<file path="src/rtl/lane_pkt_drainer_if.sv">
// Lane FIFO read port and framed output stream of the packet drainer.
// The master side is the drainer; the slave side is the FIFO plus the
// downstream arbiter/serializer.
interface lane_pkt_drainer_if #(
   parameter int DATA_WIDTH = 32,
   parameter int CNT_WIDTH  = 4
) ();
   logic                  fifo_rd_en;
   logic                  fifo_rd_ack;
   logic [DATA_WIDTH-1:0] fifo_data;
   logic                  fifo_empty;
   logic [CNT_WIDTH-1:0]  fifo_count;
   logic [DATA_WIDTH-1:0] m_data;
   logic                  m_valid;
   logic                  m_ready;
   logic                  m_first;
   logic                  m_last;

   modport master (
      output fifo_rd_en,
      input  fifo_rd_ack, fifo_data, fifo_empty, fifo_count,
      output m_data, m_valid, m_first, m_last,
      input  m_ready
   );

   modport slave (
      input  fifo_rd_en,
      output fifo_rd_ack, fifo_data, fifo_empty, fifo_count,
      input  m_data, m_valid, m_first, m_last,
      output m_ready
   );
endinterface

</file>
<file path="src/rtl/lane_pkt_drainer.sv">
// Lane packet drainer: pops words from the lane FIFO into a 3-entry skid
// buffer and emits them as one header beat followed by len payload beats.
// A packet starts when PKT_LEN words are buffered, or as a short packet
// once a partial fill has sat idle for TIMEOUT cycles.
module lane_pkt_drainer #(
   parameter int DATA_WIDTH = 32,
   parameter int FIFO_DEPTH = 8,
   parameter int PKT_LEN    = 4,
   parameter int LANE_ID    = 0,
   parameter int SEQ_WIDTH  = 8,
   parameter int TIMEOUT    = 16
) (
   input  logic                  clk,
   input  logic                  rst,
   lane_pkt_drainer_if.master    bus,
   output logic                  busy,
   output logic [15:0]           pkt_count,
   output logic                  err_ack
);
   localparam int             CNT_WIDTH   = $clog2(FIFO_DEPTH) + 1;
   localparam int             TW          = $clog2(TIMEOUT) + 1;
   localparam logic [TW-1:0]  TIMER_LAST  = TW'(TIMEOUT - 1);
   localparam logic [7:0]     PKT_LEN_C   = 8'(PKT_LEN);
   localparam logic [3:0]     LANE_C      = 4'(LANE_ID);

   typedef enum logic [1:0] {
      ST_IDLE    = 2'd0,
      ST_HEADER  = 2'd1,
      ST_PAYLOAD = 2'd2
   } state_t;

   state_t                 state_r, state_nxt_s;
   logic [TW-1:0]          timer_r;
   logic [7:0]             len_r;
   logic [7:0]             issued_r;
   logic [7:0]             beat_r;
   logic [SEQ_WIDTH-1:0]   seq_r;
   logic [15:0]            pkt_count_r;
   logic                   err_ack_r;
   logic                   inflight_r;
   logic [DATA_WIDTH-1:0]  skid_r [3];
   logic [1:0]             wr_ptr_r, rd_ptr_r, occ_r;

   logic                   full_s, nonzero_s, timeout_s, start_s;
   logic                   rd_en_s, push_s, pop_s, last_beat_s, last_xfer_s;
   logic [DATA_WIDTH-1:0]  header_s;

   // Skid buffer pointers wrap modulo the three entries.
   function automatic logic [1:0] ptr_inc(input logic [1:0] p);
      case (p)
         2'd0:    ptr_inc = 2'd1;
         2'd1:    ptr_inc = 2'd2;
         default: ptr_inc = 2'd0;
      endcase
   endfunction

   assign full_s      = int'(bus.fifo_count) >= PKT_LEN;
   assign nonzero_s   = bus.fifo_count != {CNT_WIDTH{1'b0}};
   assign timeout_s   = nonzero_s && (timer_r == TIMER_LAST);
   assign start_s     = full_s || timeout_s;
   assign header_s    = DATA_WIDTH'({LANE_C, seq_r, len_r});
   // Read decision uses only registered state and the FIFO flag, never m_ready.
   assign rd_en_s     = (state_r != ST_IDLE) && (issued_r < len_r) && !bus.fifo_empty &&
                        (({1'b0, occ_r} + {2'b00, inflight_r}) < 3'd3);
   assign push_s      = bus.fifo_rd_ack && inflight_r;
   assign pop_s       = (state_r == ST_PAYLOAD) && (occ_r != 2'd0) && bus.m_ready;
   assign last_beat_s = beat_r == (len_r - 8'd1);
   assign last_xfer_s = pop_s && last_beat_s;

   assign busy      = state_r != ST_IDLE;
   assign pkt_count = pkt_count_r;
   assign err_ack   = err_ack_r;

   // State register.
   always_ff @(posedge clk or posedge rst) begin
      if (rst) begin
         state_r <= ST_IDLE;
      end else begin
         state_r <= state_nxt_s;
      end
   end

   // Next-state decode and stream/FIFO output decode from registered state.
   always_comb begin
      state_nxt_s    = state_r;
      bus.m_valid    = 1'b0;
      bus.m_first    = 1'b0;
      bus.m_last     = 1'b0;
      bus.m_data     = {DATA_WIDTH{1'b0}};
      bus.fifo_rd_en = rd_en_s;
      case (state_r)
         ST_IDLE: begin
            if (start_s) begin
               state_nxt_s = ST_HEADER;
            end else begin
               state_nxt_s = ST_IDLE;
            end
         end
         ST_HEADER: begin
            bus.m_valid = 1'b1;
            bus.m_first = 1'b1;
            bus.m_data  = header_s;
            if (bus.m_ready) begin
               state_nxt_s = ST_PAYLOAD;
            end else begin
               state_nxt_s = ST_HEADER;
            end
         end
         ST_PAYLOAD: begin
            if (occ_r != 2'd0) begin
               bus.m_valid = 1'b1;
               bus.m_data  = skid_r[rd_ptr_r];
               bus.m_last  = last_beat_s;
            end else begin
               bus.m_valid = 1'b0;
            end
            if (last_xfer_s) begin
               state_nxt_s = ST_IDLE;
            end else begin
               state_nxt_s = ST_PAYLOAD;
            end
         end
         default: begin
            state_nxt_s = ST_IDLE;
         end
      endcase
   end

   // Packet bookkeeping: idle timer, length snapshot, read/beat counters, sequence.
   always_ff @(posedge clk or posedge rst) begin
      if (rst) begin
         timer_r     <= {TW{1'b0}};
         len_r       <= 8'd0;
         issued_r    <= 8'd0;
         beat_r      <= 8'd0;
         seq_r       <= {SEQ_WIDTH{1'b0}};
         pkt_count_r <= 16'd0;
      end else begin
         case (state_r)
            ST_IDLE: begin
               if (start_s) begin
                  timer_r  <= {TW{1'b0}};
                  len_r    <= full_s ? PKT_LEN_C : 8'(bus.fifo_count);
                  issued_r <= 8'd0;
                  beat_r   <= 8'd0;
               end else if (nonzero_s) begin
                  timer_r <= timer_r + {{(TW-1){1'b0}}, 1'b1};
               end else begin
                  timer_r <= {TW{1'b0}};
               end
            end
            ST_HEADER, ST_PAYLOAD: begin
               if (rd_en_s) begin
                  issued_r <= issued_r + 8'd1;
               end
               if (pop_s) begin
                  beat_r <= beat_r + 8'd1;
               end
               if (last_xfer_s) begin
                  seq_r       <= seq_r + {{(SEQ_WIDTH-1){1'b0}}, 1'b1};
                  pkt_count_r <= pkt_count_r + 16'd1;
               end
            end
            default: begin
               timer_r <= {TW{1'b0}};
            end
         endcase
      end
   end

   // Read tracking, stray-ack flag and the 3-entry skid buffer.
   always_ff @(posedge clk or posedge rst) begin
      if (rst) begin
         inflight_r <= 1'b0;
         err_ack_r  <= 1'b0;
         wr_ptr_r   <= 2'd0;
         rd_ptr_r   <= 2'd0;
         occ_r      <= 2'd0;
         for (int i = 0; i < 3; i++) begin
            skid_r[i] <= {DATA_WIDTH{1'b0}};
         end
      end else begin
         inflight_r <= rd_en_s || (inflight_r && !bus.fifo_rd_ack);
         if (bus.fifo_rd_ack && !inflight_r) begin
            err_ack_r <= 1'b1;
         end
         if (push_s) begin
            skid_r[wr_ptr_r] <= bus.fifo_data;
            wr_ptr_r         <= ptr_inc(wr_ptr_r);
         end
         if (pop_s) begin
            rd_ptr_r <= ptr_inc(rd_ptr_r);
         end
         case ({push_s, pop_s})
            2'b10:   occ_r <= occ_r + 2'd1;
            2'b01:   occ_r <= occ_r - 2'd1;
            default: occ_r <= occ_r;
         endcase
      end
   end
endmodule

</file>
<file path="src/flat_wrapper.sv">
// flat-port wrapper written by rule: the top's interface ports become plain ports
module lane_pkt_drainer_flat 
#(
   parameter int DATA_WIDTH = 32,
   parameter int FIFO_DEPTH = 8,
   parameter int PKT_LEN    = 4,
   parameter int LANE_ID    = 0,
   parameter int SEQ_WIDTH  = 8,
   parameter int TIMEOUT    = 16
)
  (clk, rst, busy, pkt_count, err_ack, bus_fifo_rd_en, bus_fifo_rd_ack, bus_fifo_data, bus_fifo_empty, bus_fifo_count, bus_m_data, bus_m_valid, bus_m_first, bus_m_last, bus_m_ready);
  lane_pkt_drainer_if #(.DATA_WIDTH(DATA_WIDTH), .CNT_WIDTH(($clog2((8)) + 1))) bus_i ();
  input  logic clk;
  input  logic rst;
  output logic busy;
  output logic [15:0] pkt_count;
  output logic err_ack;
  output wire logic [$bits(bus_i.fifo_rd_en)-1:0] bus_fifo_rd_en;
  input wire logic [$bits(bus_i.fifo_rd_ack)-1:0] bus_fifo_rd_ack;
  input wire logic [$bits(bus_i.fifo_data)-1:0] bus_fifo_data;
  input wire logic [$bits(bus_i.fifo_empty)-1:0] bus_fifo_empty;
  input wire logic [$bits(bus_i.fifo_count)-1:0] bus_fifo_count;
  output wire logic [$bits(bus_i.m_data)-1:0] bus_m_data;
  output wire logic [$bits(bus_i.m_valid)-1:0] bus_m_valid;
  output wire logic [$bits(bus_i.m_first)-1:0] bus_m_first;
  output wire logic [$bits(bus_i.m_last)-1:0] bus_m_last;
  input wire logic [$bits(bus_i.m_ready)-1:0] bus_m_ready;
  assign bus_fifo_rd_en = bus_i.fifo_rd_en;
  assign bus_i.fifo_rd_ack = bus_fifo_rd_ack;
  assign bus_i.fifo_data = bus_fifo_data;
  assign bus_i.fifo_empty = bus_fifo_empty;
  assign bus_i.fifo_count = bus_fifo_count;
  assign bus_m_data = bus_i.m_data;
  assign bus_m_valid = bus_i.m_valid;
  assign bus_m_first = bus_i.m_first;
  assign bus_m_last = bus_i.m_last;
  assign bus_i.m_ready = bus_m_ready;
  lane_pkt_drainer #(.DATA_WIDTH(DATA_WIDTH), .FIFO_DEPTH(FIFO_DEPTH), .PKT_LEN(PKT_LEN), .LANE_ID(LANE_ID), .SEQ_WIDTH(SEQ_WIDTH), .TIMEOUT(TIMEOUT)) u_core (.clk(clk), .rst(rst), .bus(bus_i), .busy(busy), .pkt_count(pkt_count), .err_ack(err_ack));
endmodule
</file>
<file path="config.mk">
export PLATFORM = sky130hd
export DESIGN_NAME = lane_pkt_drainer_flat
export DESIGN_NICKNAME = d
export VERILOG_FILES = /design/src/rtl/lane_pkt_drainer_if.sv /design/src/rtl/lane_pkt_drainer.sv /design/src/flat_wrapper.sv
export SDC_FILE = /design/constraint.sdc
export NUM_CORES = 1
export LEC_CHECK = 0
export BUFFER_PORTS_ARGS = -buffer_cell sky130_fd_sc_hd__buf_2
export CORE_MARGIN = 2
export CORE_UTILIZATION = 30
export DETAILED_ROUTE_END_ITERATION = 10
export GPL_ROUTABILITY_DRIVEN = 0
export PLACE_DENSITY = 0.46
export SKIP_LAST_GASP = 1
export SLEW_MARGIN = 20
export SYNTH_ARGS = -nofsm -noshare
export SYNTH_HDL_FRONTEND = slang
export SYNTH_SLANG_ARGS = --single-unit
</file>
<file path="constraint.sdc">
create_clock -name clk -period 7.2 [get_ports clk]
set_clock_uncertainty 0.05 [all_clocks]
set_input_delay 1.08 -clock clk [delete_from_list [all_inputs] [get_ports clk]]
set_output_delay 1.08 -clock clk [all_outputs]
set_load 0.02 [all_outputs]
</file>
; ---- Word level (Yosys, flattened, before mapping)
; Cells that the tools add are included.
[word_totals]
regBits = 159
input_bits = 41
out_inout_bits = 54
word_cells = 101
[op_classes]
addsub = 9
n_lt_le_gt_ge = 6
n_eq_ne = 11
mux = 29
bitwise_logic = 2
n_reduce_logical = 29
[ops]
columns = cell, n
row1 = $mux W32, 4
row2 = $bwmux W96, 1
row3 = $bmux W32 S2, 1
row4 = $demux W32 S2, 1
row5 = $pmux W32 S2, 1
row6 = $pmux W8 S2, 2
row7 = $add A8 B1 Y8 const B, 3
row8 = $mux W8, 3
row9 = $add A16 B1 Y16 const B, 1
row10 = $pmux W2 S2, 3
row11 = $logic_and A1 B1 Y1, 11
row12 = $mux W5, 2
row13 = $pmux W5 S2, 1
row14 = $eq A2 B1 Y1 const B, 4
row15 = $eq A8 B8 Y1, 1
row16 = $lt A8 B8 Y1, 1
row17 = $reduce_bool A2 Y1, 4
row18 = $sub A8 B1 Y8 const B, 1
row19 = $ge A3 B3 Y1 const B, 2
row20 = $logic_not A2 Y1, 3
row21 = $ne A2 B1 Y1 const B, 3
row22 = $not A2 Y3, 2
row23 = $pmux W2 S3, 1
row24 = $reduce_and A3 Y1, 2
row25 = 18 further kinds, 28

; ---- Logic depth before layout (Yosys ltp)
; Gate-level depths: netlist (run 1).
[logic_depth]
depth_word = 6
ltp_mapped = 10
depth_no_buf = 8

; ---- Least setup slack after synthesis (run 1)
; No wires, ideal clock.
[synth_timing]
kind = input to output
start = in bus_fifo_empty
end = out bus_fifo_rd_en
t_arrival_ps = 1928
required_time_ps = 6070
path_slack_ps = 4142
path_stages = 4
path_buffers = 1
cell_sequence = nor4_1 -> nand3_1 -> a21oi_1 -> clkbuf_1
[synth_between]
elab_chain_len = 3
[synth_lines]
columns = element, line_no
row1 = from (decl), flat_wrapper.sv:21  ; input wire logic [$bits(bus_i.fifo_empty)-1:0] bus_fifo_empty;
row2 = $logic_not A1 Y1, lane_pkt_drainer.sv:63  ; assign rd_en_s = (state_r != ST_IDLE) && (issued_r < len_r) && !bus.fifo_empty &&
row3 = $logic_and A1 B1 Y1 (2 in series), lane_pkt_drainer.sv:63
row4 = to (decl), flat_wrapper.sv:18  ; output wire logic [$bits(bus_i.fifo_rd_en)-1:0] bus_fifo_rd_en;
; No other way between the ends.

; ---- Final worst setup path (run 1)
[layout_timing]
start = reg u_core.state_r[0]
end = out bus_m_data[8]
[layout_between]
elab_chain_len = 2
elab_cells_between_ends = 3
classes_between = eq/ne: 2 / mux: 1
[layout_lines]
columns = element, line_no
row1 = from (decl), lane_pkt_drainer.sv:32  ; state_t state_r, state_nxt_s;
row2 = from (signal assigned), lane_pkt_drainer.sv:79  ; state_r <= state_nxt_s;
row3 = $eq A2 B2 Y1 / $eq A2 B1 Y1 (equally long branches), lane_pkt_drainer.sv:91  ; case (state_r)
row4 = $pmux W32 S2 (*), lane_pkt_drainer.sv:91
row5 = to (decl), flat_wrapper.sv:23  ; output wire logic [$bits(bus_i.m_data)-1:0] bus_m_data;
; Every way passes the cells marked *; elsewhere a longest branch is shown, timed or not.

==> impl_metrics.csv, run 1 <==
group,metric,value,unit
cts,hold_buffers,0,
cts,clkLatencyLatePin,0.42,ns
timing,fin_crit,4.33,ns
cts,numCtsBuffers,17,
hold_path,min_from,"u_core.pkt_count[15]",
synth,async_flop_share,100,%
cts,numClockSinks,155,
cts,postCtsSetupBuffers,0,
pwr,leakage,4.18,nW
grt,grt_pass1_wl,30.2,mm
placement,dpl_cell_area,8380,µm²
setup_path,critPathMaxFanout,30,
layout,finish.net_count,802,
floorplan,core-area,25000,µm²
setup_path,cp-startpoint,"u_core.state_r[0]",
setup_path,worstReg2RegStart,"u_core.state_r[0]",
detailed_routing,vias,5294,
floorplan,fp.dieH,163,µm
setup_path,path_class,"reg -> out",
cts,cts.repair.resized,0,
setup_path,startpoint_type,"register",
setup_path,r2r_end,"u_core.pkt_count[1]",
floorplan,num_rows,58,
floorplan,die_w,163,µm
timing,max_freq,231,MHz
floorplan,initial_core_util,30.5,%
layout,fillers,2475,
pwr,vdd_drop_max,0.000144,V
placement,port_buffers,94,
setup_path,crit_required,6.07,ns
synth,synthFlopType,"dfrtp_1",
synth,ys_seq_area_share,50.9,%
grt,grt_pass1_vias,5501,
cts,cts.htree.levels,4,
grt,gr-usage-all-layers,14.6,%
layout,seqCellArea,3880,µm²
status,status,"finished, final reports clean",
pwr,p_total,3.52,mW
synth,synth_edf_count,0,
layout,areaGrowthSynthToFinish,18.1,%
timing,tightest_slew,0.988,ns
hold_path,min_path_type,"reg -> reg",
layout,drive_above_1_share,32.9,%
placement,dp_hpwl,12.1,mm
synth,yosys_warnings,0,
timing,relSlewSlack,33.9,%
cts,root_buffer,"clkbuf_16",
detailed_routing,viasPerCell,4.87,
cts,cts_tree,"yes",
layout,fin_area,9010,µm²
cts,cts.path.max_buffers,2,
synth,syn_area_per_cell,11.5,µm²
floorplan,io_pins,95,
cts,clkTransAtPathRegs,0.07,ns
synth,synth_area_leaders,"dfrtp_1, mux2_2, mux2i_1, nand2_1, ha_1",
detailed_routing,drtPass1Iterations,4,
layout,final_cell_mix,"dfrtp_1, mux2_2, buf_2",
synth,postSynthCellCount,666,
detailed_routing,drc,0,
synth,yosysTopAreaCell,"dfrtp_1",
grt,grt_max_degree,87,
hold_path,min_to,"u_core.pkt_count[15]",
pwr,power.density,391,nW/µm²
setup_path,arrival,3.20,ns
grt,antenna_found_initial,1,
layout,layout_commonest_cell,"dfrtp_1",
setup_path,worstSetupEndpointType,"output port",
timing,slew_viol_final,0,
detailed_routing,drt-initial-drc-count,238,
timing,setup_tns,0,ns
setup_path,reg2reg_slack,3.43,ns
synth,syn_area,7630,µm²
hold_path,hold_depth,1,
timing,rsz0062_at_grt,"no",
synth,ys_ff_latch,155,
synth,synth_top_cell_area_share,50.9,%
synth,synth_cell_types,52,
detailed_routing,wl_per_cell,17.1,µm
timing,finalCritPeriodShare,60.2,%
timing,setup_viol,0,
layout,diodes,0,
timing,hold_viol,0,
grt,grt_overflow,0,
synth,syn_nets,725,
run,cap_violations,0,
detailed_routing,wl,18.6,mm
setup_path,ff2ff_path_depth,7,
floorplan,dieArea,26700,µm²
detailed_routing,ant_nets,0,
layout,multiInputGateArea,3520,µm²
through the flow:
| step | cells | hold slack (ns) | util (%) | setup slack [ns] |
|---|---|---|---|---|
| after floorplan | 666 | 0.393 | - | 1.89 |
| after global placement | 1054 | 0.402 | 33.5 | 3.40 |
| after detailed placement | 1054 | 0.404 | 33.5 | 3.27 |
| after CTS | 1086 | 0.417 | 36.0 | 2.78 |
| after global routing | 1086 | 0.459 | 36.0 | 2.58 |
| final | 1086 | 0.411 | 36.0 | 2.87 |
where the power goes:
group | total, mW | switching [mW] | internal (mW)
Sequential | 1.38 | 0.208 | 1.17
Combinational | 1.19 | 0.629 | 0.563
Clock | 0.952 | 0.388 | 0.564
cells by family after synthesis:
group	after synthesis	share of synthesized area, %
flip-flops	155	50.9
XOR/XNOR	32	3.67
multiplexers	133	19.1
AO/OA/AOI/OAI	97	8.78
AND/OR/NAND/NOR	176	11.5
buffers and inverters	55	3.10
adder cells (fa/ha/maj)	18	2.95
worst max-delay path by stage:
stage	end	slack [ns]	cells after the start
2_1_floorplan	u_core.beat_r[0]	1.89	1
3_3_place_gp	bus_m_data[10]	3.40	6
3_5_place_dp	bus_m_data[8]	3.27	6
4_1_cts	bus_m_data[8]	2.78	6
5_1_grt	bus_m_data[16]	2.58	6
6_report	bus_m_data[8]	2.87	6
cell type report:
class / instances / share of cell area, %
timing repair buffer: 100 / 5.72
tap: 330 / 4.58
multi-input combinational: 456 / 39.1
clock buffer: 18 / 4.88
clock inverter: 14 / 2.04
sequential: 155 / 43.1
inverter: 13 / 0.597
worst max-delay path, stage by stage, from the launching register on:
cell and delay, ns:
dfrtp_1 0.37, inv_1 0.07, ha_1 0.85, and2_1 0.72, buf_4 0.39, a22o_1 0.19
buf_2 0.16
metal layers:
layer  vias to the layer above  part of all wire (%)  global-route usage [%]
met5                         -                 0.070                       0
met4                         2                   1.3                    3.87
met3                        23                   4.5                    4.09
met2                       108                    47                    23.9
met1                      2642                    48                    19.0
li1                       2519                     -                       -
cell usage after synthesis, drive strengths merged (3+ instances only):
library cell	n
dfrtp	155
mux2	100
nand2	78
mux2i	33
clkbuf	32
o22ai	32
and2	22
xnor2	22
nor2	20
ha	18
a22o	17
o21ai	15
inv	13
and3	11
buf	10
nand3	10
xor2	10
a21oi	7
nand4	7
a21o	6
nor3	6
a31oi	5
nor4	5
nand2b	4
o211ai	4
nor2b	3
registers in the layout, summed over array words and instances (netlist names):
signal,count
u_core.skid_r,96
u_core.pkt_count,16
u_core.beat_r,8
u_core.issued_r,8
u_core.seq_r,8
u_core.timer_r,5
u_core.len_r,4
u_core.occ_r,2
u_core.rd_ptr_r,2
u_core.state_r,2
u_core.wr_ptr_r,2
u_core.err_ack,1
u_core.inflight_r,1
Note: power is estimated with default switching activity, not from simulation.
==> inputs of run 2 (changes only) <==
--- a/config.mk
+++ b/config.mk
@@ -5,6 +5,7 @@
 export SDC_FILE = /design/constraint.sdc
 export NUM_CORES = 1
 export LEC_CHECK = 0
+export ABC_AREA = 1
 export BUFFER_PORTS_ARGS = -buffer_cell sky130_fd_sc_hd__buf_2
 export CORE_MARGIN = 2
 export CORE_UTILIZATION = 30
==> constraint.sdc (replaced) <==
create_clock -name clk -period 4 [get_ports clk]
set_clock_uncertainty 0.05 [all_clocks]
set_input_delay 0.6 -clock clk [delete_from_list [all_inputs] [get_ports clk]]
set_output_delay 0.6 -clock clk [all_outputs]
set_load 0.02 [all_outputs]
==> run 2 against run 1 <==
Utilization up 0.053 points. Critical path type unchanged. Die area rose by 4.4%. Highest routed layer unchanged. Final area is 4.2% higher. Setup slack worse by 2.2 ns. Largest cell class unchanged.
==> impl_metrics.csv, run 2 <==
group,metric,value,unit
detailed_routing,drt-initial-drc-count,376,
timing,finalCritPeriodShare,83.6,%
floorplan,fp.dieH,167,µm
setup_path,reg2reg_slack,1.63,ns
timing,slew_viol_final,0,
floorplan,initial_core_util,30.6,%
layout,largest-register,"u_core.skid_r",
pwr,p_total,6.51,mW
floorplan,dieArea,27900,µm²
pwr,p_clk_share,25.1,%
grt,grt_overflow,0,
cts,cts.path.max_buffers,2,
pwr,comb_power_share,36.4,%
setup_path,startpoint_type,"register",
layout,fillers,2830,
setup_path,crit_required,3.35,ns
layout,diodes,0,
synth,synth_xor_xnor_area_share,2.64,%
timing,setup_tns,0,ns
synth,async_flop_share,100,%
pwr,leakage,4.89,nW
synth,synth.most_common_cell,"nand2_1",
setup_path,path_class,"reg -> out",
pwr,power.density,694,nW/µm²
status,status,"finished, final reports clean",
cts,postCtsSetupBuffers,0,
floorplan,num_rows,59,
floorplan,die_w,167,µm
setup_path,worstSetupEndpointType,"output port",
synth,synthSimpleGateAreaFrac,27.0,%
detailed_routing,wl_per_cell,15.1,µm
pwr,p_sw_share,42.6,%
detailed_routing,drtPass1Iterations,5,
synth,synth_cell_types,38,
floorplan,io_pins,95,
detailed_routing,drc,0,
placement,dp_hpwl,14.5,mm
timing,setup_viol,0,
setup_path,worstReg2RegStart,"u_core.len_r[1]",
synth,syn_area_per_cell,7.80,µm²
synth,synth_edf_count,0,
pwr,power.internal,3.74,mW
setup_path,arrival,2.69,ns
timing,max_freq,299,MHz
pwr,switchingPower,2.77,mW
cts,hold_buffers,0,
timing,relSlewSlack,45.8,%
timing,tightest_slew,0.812,ns
detailed_routing,wl,21.9,mm
cts,root_buffer,"clkbuf_16",
grt,grt_pass1_wl,36.2,mm
layout,drive_above_1_share,14.7,%
synth,yosysTopAreaCell,"dfrtp_1",
grt,grt_max_degree,71,
synth,ys_seq_area_share,48.6,%
cts,clkLatencyLatePin,0.43,ns
timing,rsz0062_at_grt,"no",
synth,yosys.area_share.adder,2.82,%
layout,layout_commonest_cell,"nand2_1",
cts,cts.repair.resized,0,
layout,fin_area,9390,µm²
layout,areaGrowthSynthToFinish,17.7,%
synth,yosys_warnings,0,
cts,clkTransAtPathRegs,0.08,ns
synth,synth_top_cell_area_share,48.6,%
setup_path,r2r_end,"u_core.seq_r[5]",
grt,grt_use_met3,3.42,%
grt,busiest_layer,"met2",
pwr,vdd_drop_max,0.000396,V
run,cap_violations,0,
synth,synth-compound-area-share,10.7,%
detailed_routing,vias,6701,
synth,ys_ff_latch,155,
layout,finish.utilization,36.0,%
placement,dp_cells,1416,
placement,port_buffers,94,
cts,cts.htree.levels,4,
synth,synth_area_leaders,"dfrtp_1, nand2_1, o21ai_0, inv_1, nand3_1",
synth,syn_area,7980,µm²
synth,synth_top_family_by_area,"simple AND/OR/NAND/NOR gates",
layout,final_cell_mix,"nand2_1, dfrtp_1, inv_1",
grt,grt_use_met2,27.2,%
synth,muxShareOfSynthArea,0,%
grt,grt_pass1_vias,6615,
layout,largest_reg_flops,96,
synth,postSynthCellCount,1022,
cts,cts_tree,"yes",
placement,dpl_cell_area,8790,µm²
hold_path,min_path_type,"in -> async",
timing,hold_viol,0,
cts,numClockSinks,155,
synth,synthFlopType,"dfrtp_1",
setup_path,ff2ff_path_depth,11,
timing,fin_crit,3.34,ns
layout,finish.net_count,1159,
pwr,power.share.sequential,38.5,%
floorplan,core-area,26100,µm²
setup_path,critPathMaxFanout,21,
grt,gr-usage-all-layers,16.3,%
synth,synthTopCellsByCount,"nand2_1, dfrtp_1, inv_1",
detailed_routing,ant_nets,0,
layout,layout.cells.non_filler,1448,
grt,use_met1,21.9,%
cts,numCtsBuffers,17,
synth,syn_nets,1081,
grt,antenna_found_initial,1,
detailed_routing,viasPerCell,4.63,
## run 2: changes by cell type after synthesis, sizes merged, moves of 11 or more
cell | before | now
a221oi | 0 | 12
a22o | 17 | 0
and2 | 22 | 0
and3 | 11 | 0
inv | 13 | 115
mux2 | 100 | 0
mux2i | 33 | 0
nand2 | 78 | 342
nand3 | 10 | 65
nand4 | 7 | 32
nor2 | 20 | 60
o21ai | 15 | 113
o22ai | 32 | 12
xnor2 | 22 | 7
## run 2: worst max-delay path by stage
stage	start	to	slack, ns
floorplan	rst	u_core.beat_r[0]	1.39
CTS	u_core.rd_ptr_r[0]	bus_m_data[28]	0.59
detailed placement	u_core.rd_ptr_r[0]	bus_m_data[28]	1.06
finish	u_core.rd_ptr_r[0]	bus_m_data[28]	0.66
global route	u_core.rd_ptr_r[0]	bus_m_data[21]	0.34
global placement	u_core.rd_ptr_r[0]	bus_m_data[28]	1.06
## run 2: critical path, cell delays in order (launching register included)
cell	delay, ns
dfrtp_1	0.69
inv_1	0.13
nor2_2	0.55
buf_4	0.41
nand2_1	0.10
nand3_1	0.10
nand2_1	0.05
inv_1	0.08
buf_2	0.16
## run 2: layout make-up
class	count	area, µm²	area share (%)
clock buffers	17	425	4.53
well taps	335	419	4.46
inverters	115	435	4.64
multi-input cells	703	3460	36.9
clock inverters	15	169	1.80
flip-flops and latches	155	3880	41.3
repair buffers	108	601	6.40
## run 2: power by group through the flow
stage	sequential, mW	combinational, mW	clock, mW
floorplan	2.41	1.77	0
global placement	2.53	2.40	0
detailed placement	2.53	2.41	0
CTS	2.51	2.41	1.68
global route	2.59	2.72	1.75
finish	2.51	2.37	1.63
## run 2: layer usage
| layer | routed length, µm | part of all wire [%] |
|---|---|---|
| met4 | 138 | 0.63 |
| met3 | 622 | 2.8 |
| met2 | 10600 | 49 |
| met1 | 10500 | 48 |
| met5 | 13 | 0.059 |
## run 2: stage by stage
| stage | setup WS [ns] | hold slack, ns |
|---|---|---|
| CTS | 0.586 | 0.288 |
| detailed placement | 1.06 | 0.393 |
| floorplan | 1.39 | 0.387 |
| global route | 0.336 | 0.301 |
| global placement | 1.06 | 0.384 |
| finish | 0.656 | 0.254 |
## run 2: logic make-up after synthesis
logic type	after synthesis
buffers and inverters	164
and+or+nand+nor	508
AOI/OAI and AO/OA	153
xor gates and xnor gates	24
adders and majority gates	18
DFF	155
